`src/rtl/pipe_ctrl_if.sv`:
```
// pipe_ctrl_if: stall/flush request and control bundle between the pipeline stages and pipe_ctrl
interface pipe_ctrl_if #(parameter int MULTI_LEN_W = 6);
    logic                   stallreq_id;
    logic                   stallreq_ex;
    logic                   ex_multi_start;
    logic [MULTI_LEN_W-1:0] ex_multi_len;
    logic                   flush_req;
    logic [31:0]            flush_pc;
    logic [5:0]             stall;
    logic                   flush;
    logic [31:0]            new_pc;
    logic                   multi_last;
    logic [31:0]            perf_stall_id;
    logic [31:0]            perf_stall_ex;

    modport master (
        output stallreq_id, stallreq_ex, ex_multi_start, ex_multi_len, flush_req, flush_pc,
        input  stall, flush, new_pc, multi_last, perf_stall_id, perf_stall_ex
    );

    modport slave (
        input  stallreq_id, stallreq_ex, ex_multi_start, ex_multi_len, flush_req, flush_pc,
        output stall, flush, new_pc, multi_last, perf_stall_id, perf_stall_ex
    );
endinterface

```
`src/rtl/pipe_ctrl.sv`:
```
// pipe_ctrl: pipeline stall/flush controller; stall cycle counters built only when PIPE_CTRL_PERF_EN is defined
module pipe_ctrl #(
    parameter int MULTI_LEN_W = 6
) (
    input logic       clk,
    input logic       rst,
    pipe_ctrl_if.slave bus
);
    localparam logic [5:0] STALL_EX = 6'b001111;
    localparam logic [5:0] STALL_ID = 6'b000111;

    typedef enum logic [1:0] {RUN, MULTI, FLUSH} state_t;

    state_t                 r_state;
    state_t                 w_state_nx;
    logic [MULTI_LEN_W-1:0] r_cnt;
    logic [MULTI_LEN_W-1:0] w_cnt_nx;
    logic [31:0]            r_pc;
    logic [31:0]            w_pc_nx;
    logic                   w_go;
    logic                   w_len1;

    // next-state and combinational stall/multi_last; a flush request overrides everything but reset
    always_comb begin
        w_go           = bus.ex_multi_start && (bus.ex_multi_len != '0);
        w_len1         = bus.ex_multi_start && (bus.ex_multi_len == MULTI_LEN_W'(1));
        w_state_nx     = r_state;
        w_cnt_nx       = r_cnt;
        w_pc_nx        = r_pc;
        bus.stall      = '0;
        bus.multi_last = 1'b0;
        if (bus.flush_req) begin
            w_state_nx = FLUSH;
            w_cnt_nx   = '0;
            w_pc_nx    = bus.flush_pc;
        end else begin
            case (r_state)
                RUN: begin
                    bus.stall      = (bus.stallreq_ex || w_go) ? STALL_EX : bus.stallreq_id ? STALL_ID : 6'b000000;
                    bus.multi_last = w_len1;
                    if (w_go && !w_len1) begin
                        w_state_nx = MULTI;
                        w_cnt_nx   = bus.ex_multi_len - MULTI_LEN_W'(2);
                    end
                end
                MULTI: begin
                    bus.stall      = STALL_EX;
                    bus.multi_last = (r_cnt == '0);
                    w_state_nx     = (r_cnt == '0) ? RUN : MULTI;
                    w_cnt_nx       = (r_cnt == '0) ? r_cnt : r_cnt - MULTI_LEN_W'(1);
                end
                default: w_state_nx = RUN;
            endcase
        end
        if (rst) begin
            bus.stall      = '0;
            bus.multi_last = 1'b0;
        end
    end

    assign bus.flush  = (r_state == FLUSH) && !rst;
    assign bus.new_pc = bus.flush ? r_pc : 32'd0;

    // state, hold counter and redirect PC registers
    always_ff @(posedge clk) begin
        if (rst) begin
            r_state <= RUN;
            r_cnt   <= '0;
            r_pc    <= '0;
        end else begin
            r_state <= w_state_nx;
            r_cnt   <= w_cnt_nx;
            r_pc    <= w_pc_nx;
        end
    end

`ifdef PIPE_CTRL_PERF_EN
    logic [31:0] r_perf_id;
    logic [31:0] r_perf_ex;

    // count cycles spent in decode and execute holds, wrapping naturally
    always_ff @(posedge clk) begin
        if (rst) begin
            r_perf_id <= '0;
            r_perf_ex <= '0;
        end else begin
            r_perf_id <= r_perf_id + ((bus.stall == STALL_ID) ? 32'd1 : 32'd0);
            r_perf_ex <= r_perf_ex + ((bus.stall == STALL_EX) ? 32'd1 : 32'd0);
        end
    end

    assign bus.perf_stall_id = rst ? 32'd0 : r_perf_id;
    assign bus.perf_stall_ex = rst ? 32'd0 : r_perf_ex;
`else
    assign bus.perf_stall_id = 32'd0;
    assign bus.perf_stall_ex = 32'd0;
`endif
endmodule

```
`src/flat_wrapper.sv`:
```
// flat-port wrapper written by rule: the top's interface ports become plain ports
module pipe_ctrl_flat 
#(
    parameter int MULTI_LEN_W = 6
)
  (clk, rst, bus_stallreq_id, bus_stallreq_ex, bus_ex_multi_start, bus_ex_multi_len, bus_flush_req, bus_flush_pc, bus_stall, bus_flush, bus_new_pc, bus_multi_last, bus_perf_stall_id, bus_perf_stall_ex);
  pipe_ctrl_if #(.MULTI_LEN_W(MULTI_LEN_W)) bus_i ();
  input logic clk;
  input logic rst;
  input wire logic [$bits(bus_i.stallreq_id)-1:0] bus_stallreq_id;
  input wire logic [$bits(bus_i.stallreq_ex)-1:0] bus_stallreq_ex;
  input wire logic [$bits(bus_i.ex_multi_start)-1:0] bus_ex_multi_start;
  input wire logic [$bits(bus_i.ex_multi_len)-1:0] bus_ex_multi_len;
  input wire logic [$bits(bus_i.flush_req)-1:0] bus_flush_req;
  input wire logic [$bits(bus_i.flush_pc)-1:0] bus_flush_pc;
  output wire logic [$bits(bus_i.stall)-1:0] bus_stall;
  output wire logic [$bits(bus_i.flush)-1:0] bus_flush;
  output wire logic [$bits(bus_i.new_pc)-1:0] bus_new_pc;
  output wire logic [$bits(bus_i.multi_last)-1:0] bus_multi_last;
  output wire logic [$bits(bus_i.perf_stall_id)-1:0] bus_perf_stall_id;
  output wire logic [$bits(bus_i.perf_stall_ex)-1:0] bus_perf_stall_ex;
  assign bus_i.stallreq_id = bus_stallreq_id;
  assign bus_i.stallreq_ex = bus_stallreq_ex;
  assign bus_i.ex_multi_start = bus_ex_multi_start;
  assign bus_i.ex_multi_len = bus_ex_multi_len;
  assign bus_i.flush_req = bus_flush_req;
  assign bus_i.flush_pc = bus_flush_pc;
  assign bus_stall = bus_i.stall;
  assign bus_flush = bus_i.flush;
  assign bus_new_pc = bus_i.new_pc;
  assign bus_multi_last = bus_i.multi_last;
  assign bus_perf_stall_id = bus_i.perf_stall_id;
  assign bus_perf_stall_ex = bus_i.perf_stall_ex;
  pipe_ctrl #(.MULTI_LEN_W(MULTI_LEN_W)) u_core (.clk(clk), .rst(rst), .bus(bus_i));
endmodule
```
`config.mk`:
```
export PLATFORM = sky130hd
export DESIGN_NAME = pipe_ctrl_flat
export DESIGN_NICKNAME = d
export VERILOG_FILES = /design/src/rtl/pipe_ctrl_if.sv /design/src/rtl/pipe_ctrl.sv /design/src/flat_wrapper.sv
export SDC_FILE = /design/constraint.sdc
export NUM_CORES = 1
export LEC_CHECK = 0
export ABC_AREA = 1
export CORE_MARGIN = 1.5
export CORE_UTILIZATION = 28
export CTS_CLUSTER_SIZE = 25
export DETAILED_ROUTE_END_ITERATION = 8
export SLEW_MARGIN = 10
export SYNTH_ARGS = -nofsm -noshare
export SYNTH_HDL_FRONTEND = slang
export SYNTH_SLANG_ARGS = --single-unit
export TNS_END_PERCENT = 10
```
`constraint.sdc`:
```
create_clock -name clk -period 1.7 [get_ports clk]
set_input_delay 0.34 -clock clk [delete_from_list [all_inputs] [get_ports clk]]
set_output_delay 0.34 -clock clk [all_outputs]
set_load 0.02 [all_outputs]
```
==> run summary <==
Most frequent cells in the layout: conb_1 (66), nand2_1 (51), buf_4 (48)
DR vias/cell: 3.92
Largest net degree at the start of global routing: 36
CP arrival: 1.44 ns
Tot Pwr: 0.00227 W
Endpoints failing hold: 0
Register share of total power: 0.443
Clk slew on worst S/H paths: 0.07 ns
Worst Hold Depth: 2
Vias in the first global route: 1982
Root Driver: clkbuf_8
CORE AREA: 8180 sq um
Critical Path RT: 1.36 ns
Routed wire per std cell: 10.6 um
Leakage power: 1.64 nW
Most common cell after layout, fill and taps aside: conb_1
Core Rows: 33
Routability Congestion: 0.880
Clock Sinks: 40
Crit Path Category: in -> out
Sequential cell area fraction in the yosys report: 0.341
Setup TNS Final: -0.949 ns
Worst Path Max Fanout: 2
R2R Path Start: u_core.r_state[1]
Post-DRT Antenna Nets: 0
Vias post-DR: 2205
Sw power: 0.000703 W
Mapped cell area: 2350 sq um
I/O pins: 148
Diodes inserted: 0
Fillers: 830
Gate power share: 0.274
Number of remaining DRC errors: 0
Chip height: 94.6 um
Pre-CTS WS: -0.691 ns
Hpwl dp: 3.81 mm
Drt initial violations: 74
Nets: 504
Post-synth cell types: 25
Hold-fix buffers at CTS: 0
Clk network pwr share: 0.283
Final period utilization: 1.04
Count of final setup violators: 34
Post-Synthesis Cells: 339
Share of layout cells above drive strength 1: 0.321
Register area: 810 sq um
Failing checks: setup timing
Synth Warn #: 0
Die area: 8950 sq um
Clock Latency Late Sink: 0.28 ns
Total clock buffers created by CTS: 5
Worst R2R End: u_core.r_cnt[1]
Syn avg cell area: 6.93 sq um
GRT Util Overall: 0.125
Overflow after GRT: 0
Worst-case clock buffer depth: 2
Area occupied by multi-input gates: 1280 sq um
R2r worst-path depth: 8
Unrepaired setup endpoints after global routing: true
IO Port Bufs: 81
Final worst slack: -0.0763 ns
Hold wc startpoint: u_core.r_pc[24]
Max IR drop VDD: 0.288 mV
Max-slew violation count: 0
First-pass GRT wire length: 8.87 mm
Initial antenna violation count: 0
Worst R2R Setup Slack: 0.40 ns
DR pass1 iterations: 4
Startpoint Class: primary input
Initial Utilization: 0.287
Setup Skew: 0.00304 ns
Max_cap viols: 0
Pwr Density: 615 nW/um^2
WL final: 5.98 mm
Int Pwr: 0.00157 W
Layout area overhead: 57.3%
Sw Ratio: 0.310
Worst Hold Class: reg -> reg
Hold EP: u_core.r_pc[24]
Fmax: 0.563 GHz
CTS tree: yes
Status: finished, violations left
Die W: 94.6 um
Minimum clock period: 1.78 ns
H-Tree Level Count: 2
CP endpoint kind: output pin
#FFs+latches synth: 40
cell families after synthesis:
group	after synthesis	synth area share
fa+ha+maj	3	0.0160
other cells	1	0.00160
compound gates	49	0.106
flops	40	0.341
buf+inv	126	0.315
xor+xnor	1	0.00373
simple gates	119	0.217
metrics by stage:
step | area (sq um) | std cells | utilization | hold slack [ns]
2_1_floorplan | 2590 | 404 | - | 0.439
3_3_place_gp | 3240 | 544 | 0.396 | 0.452
3_5_place_dp | 3240 | 544 | 0.396 | 0.453
4_1_cts | 3450 | 560 | 0.421 | 0.468
5_1_grt | 3700 | 563 | 0.452 | 0.510
6_report | 3700 | 563 | 0.452 | 0.462
state kept, by name, summed over array words and instances, names as in the netlist:
signal and count:
u_core.r_cnt 6, u_core.r_state 2, u_core.r_pc 32
critical path: stages:
cell	delay (ns)
clkdlybuf4s50_1	0.49
nor3b_2	0.20
nand4_1	0.10
a21oi_1	0.15
buf_4	0.16
what timing repair did:
| item | CTS | global route |
|---|---|---|
| resized for setup | 247 | 51 |
| endpoints found under the setup margin | 38 | 38 |
| pin swaps | 6 | 1 |
| setup buffers | 7 | 1 |
| cloned | 1 | 2 |
layer usage:
layer,part of all wire,up-vias,global-route usage
met5,0,-,0
met4,0.0074,0,0.0348
met3,0.068,5,0.0346
met2,0.49,94,0.218
met1,0.44,972,0.150
li1,-,1134,-
how the worst max path moves through the flow:
| stage | slack (ns) | end | from | cells after the start |
|---|---|---|---|---|
| global placement | -0.65 | bus_stall[2] | bus_ex_multi_len[3] | 8 |
| floorplan | 0.009 | bus_stall[1] | bus_ex_multi_len[2] | 7 |
| detailed placement | -0.69 | bus_stall[0] | bus_ex_multi_len[3] | 8 |
| global route | -0.16 | bus_multi_last | bus_ex_multi_start | 5 |
| CTS | -0.09 | bus_multi_last | u_core.r_cnt[1] | 6 |
| finish | -0.08 | bus_multi_last | bus_ex_multi_start | 5 |
cell usage after synthesis:
cell	instances	area share
a21oi_1	5	0.011
a21oi_2	1	0.0037
a31oi_1	1	0.0027
buf_2	9	0.019
buf_4	68	0.22
conb_1	1	0.0016
dfxtp_1	40	0.34
ha_1	3	0.016
inv_1	44	0.070
inv_2	5	0.0080
nand2_1	53	0.085
nand2_2	2	0.0053
nand2_4	1	0.0048
nand3_1	6	0.013
nand4_1	4	0.011
nor2_1	46	0.073
nor2_2	1	0.0027
nor2_4	2	0.0096
nor3_2	1	0.0043
nor3b_1	1	0.0032
o21ai_0	38	0.081
o21ai_1	4	0.0085
or2_0	1	0.0027
or2_2	1	0.0027
xor2_1	1	0.0037
power groups by stage:
stage                     Sequential (W)  Combinational (W)  Clock [W]
after global placement           0.00103           0.000539          0
after detailed placement         0.00103           0.000544          0
after global routing             0.00101           0.000687   0.000704
after CTS                        0.00101           0.000576   0.000672
after floorplan                  0.00103           0.000433          0
final                            0.00101           0.000624   0.000642
cell type report:
cell class | count | area share
inverter | 49 | 0.0504
sequential | 40 | 0.219
tap | 105 | 0.0355
timing repair buffer | 123 | 0.326
multi-input combinational | 238 | 0.345
clock buffer | 8 | 0.0244
(Power assumes the default switching activity.)
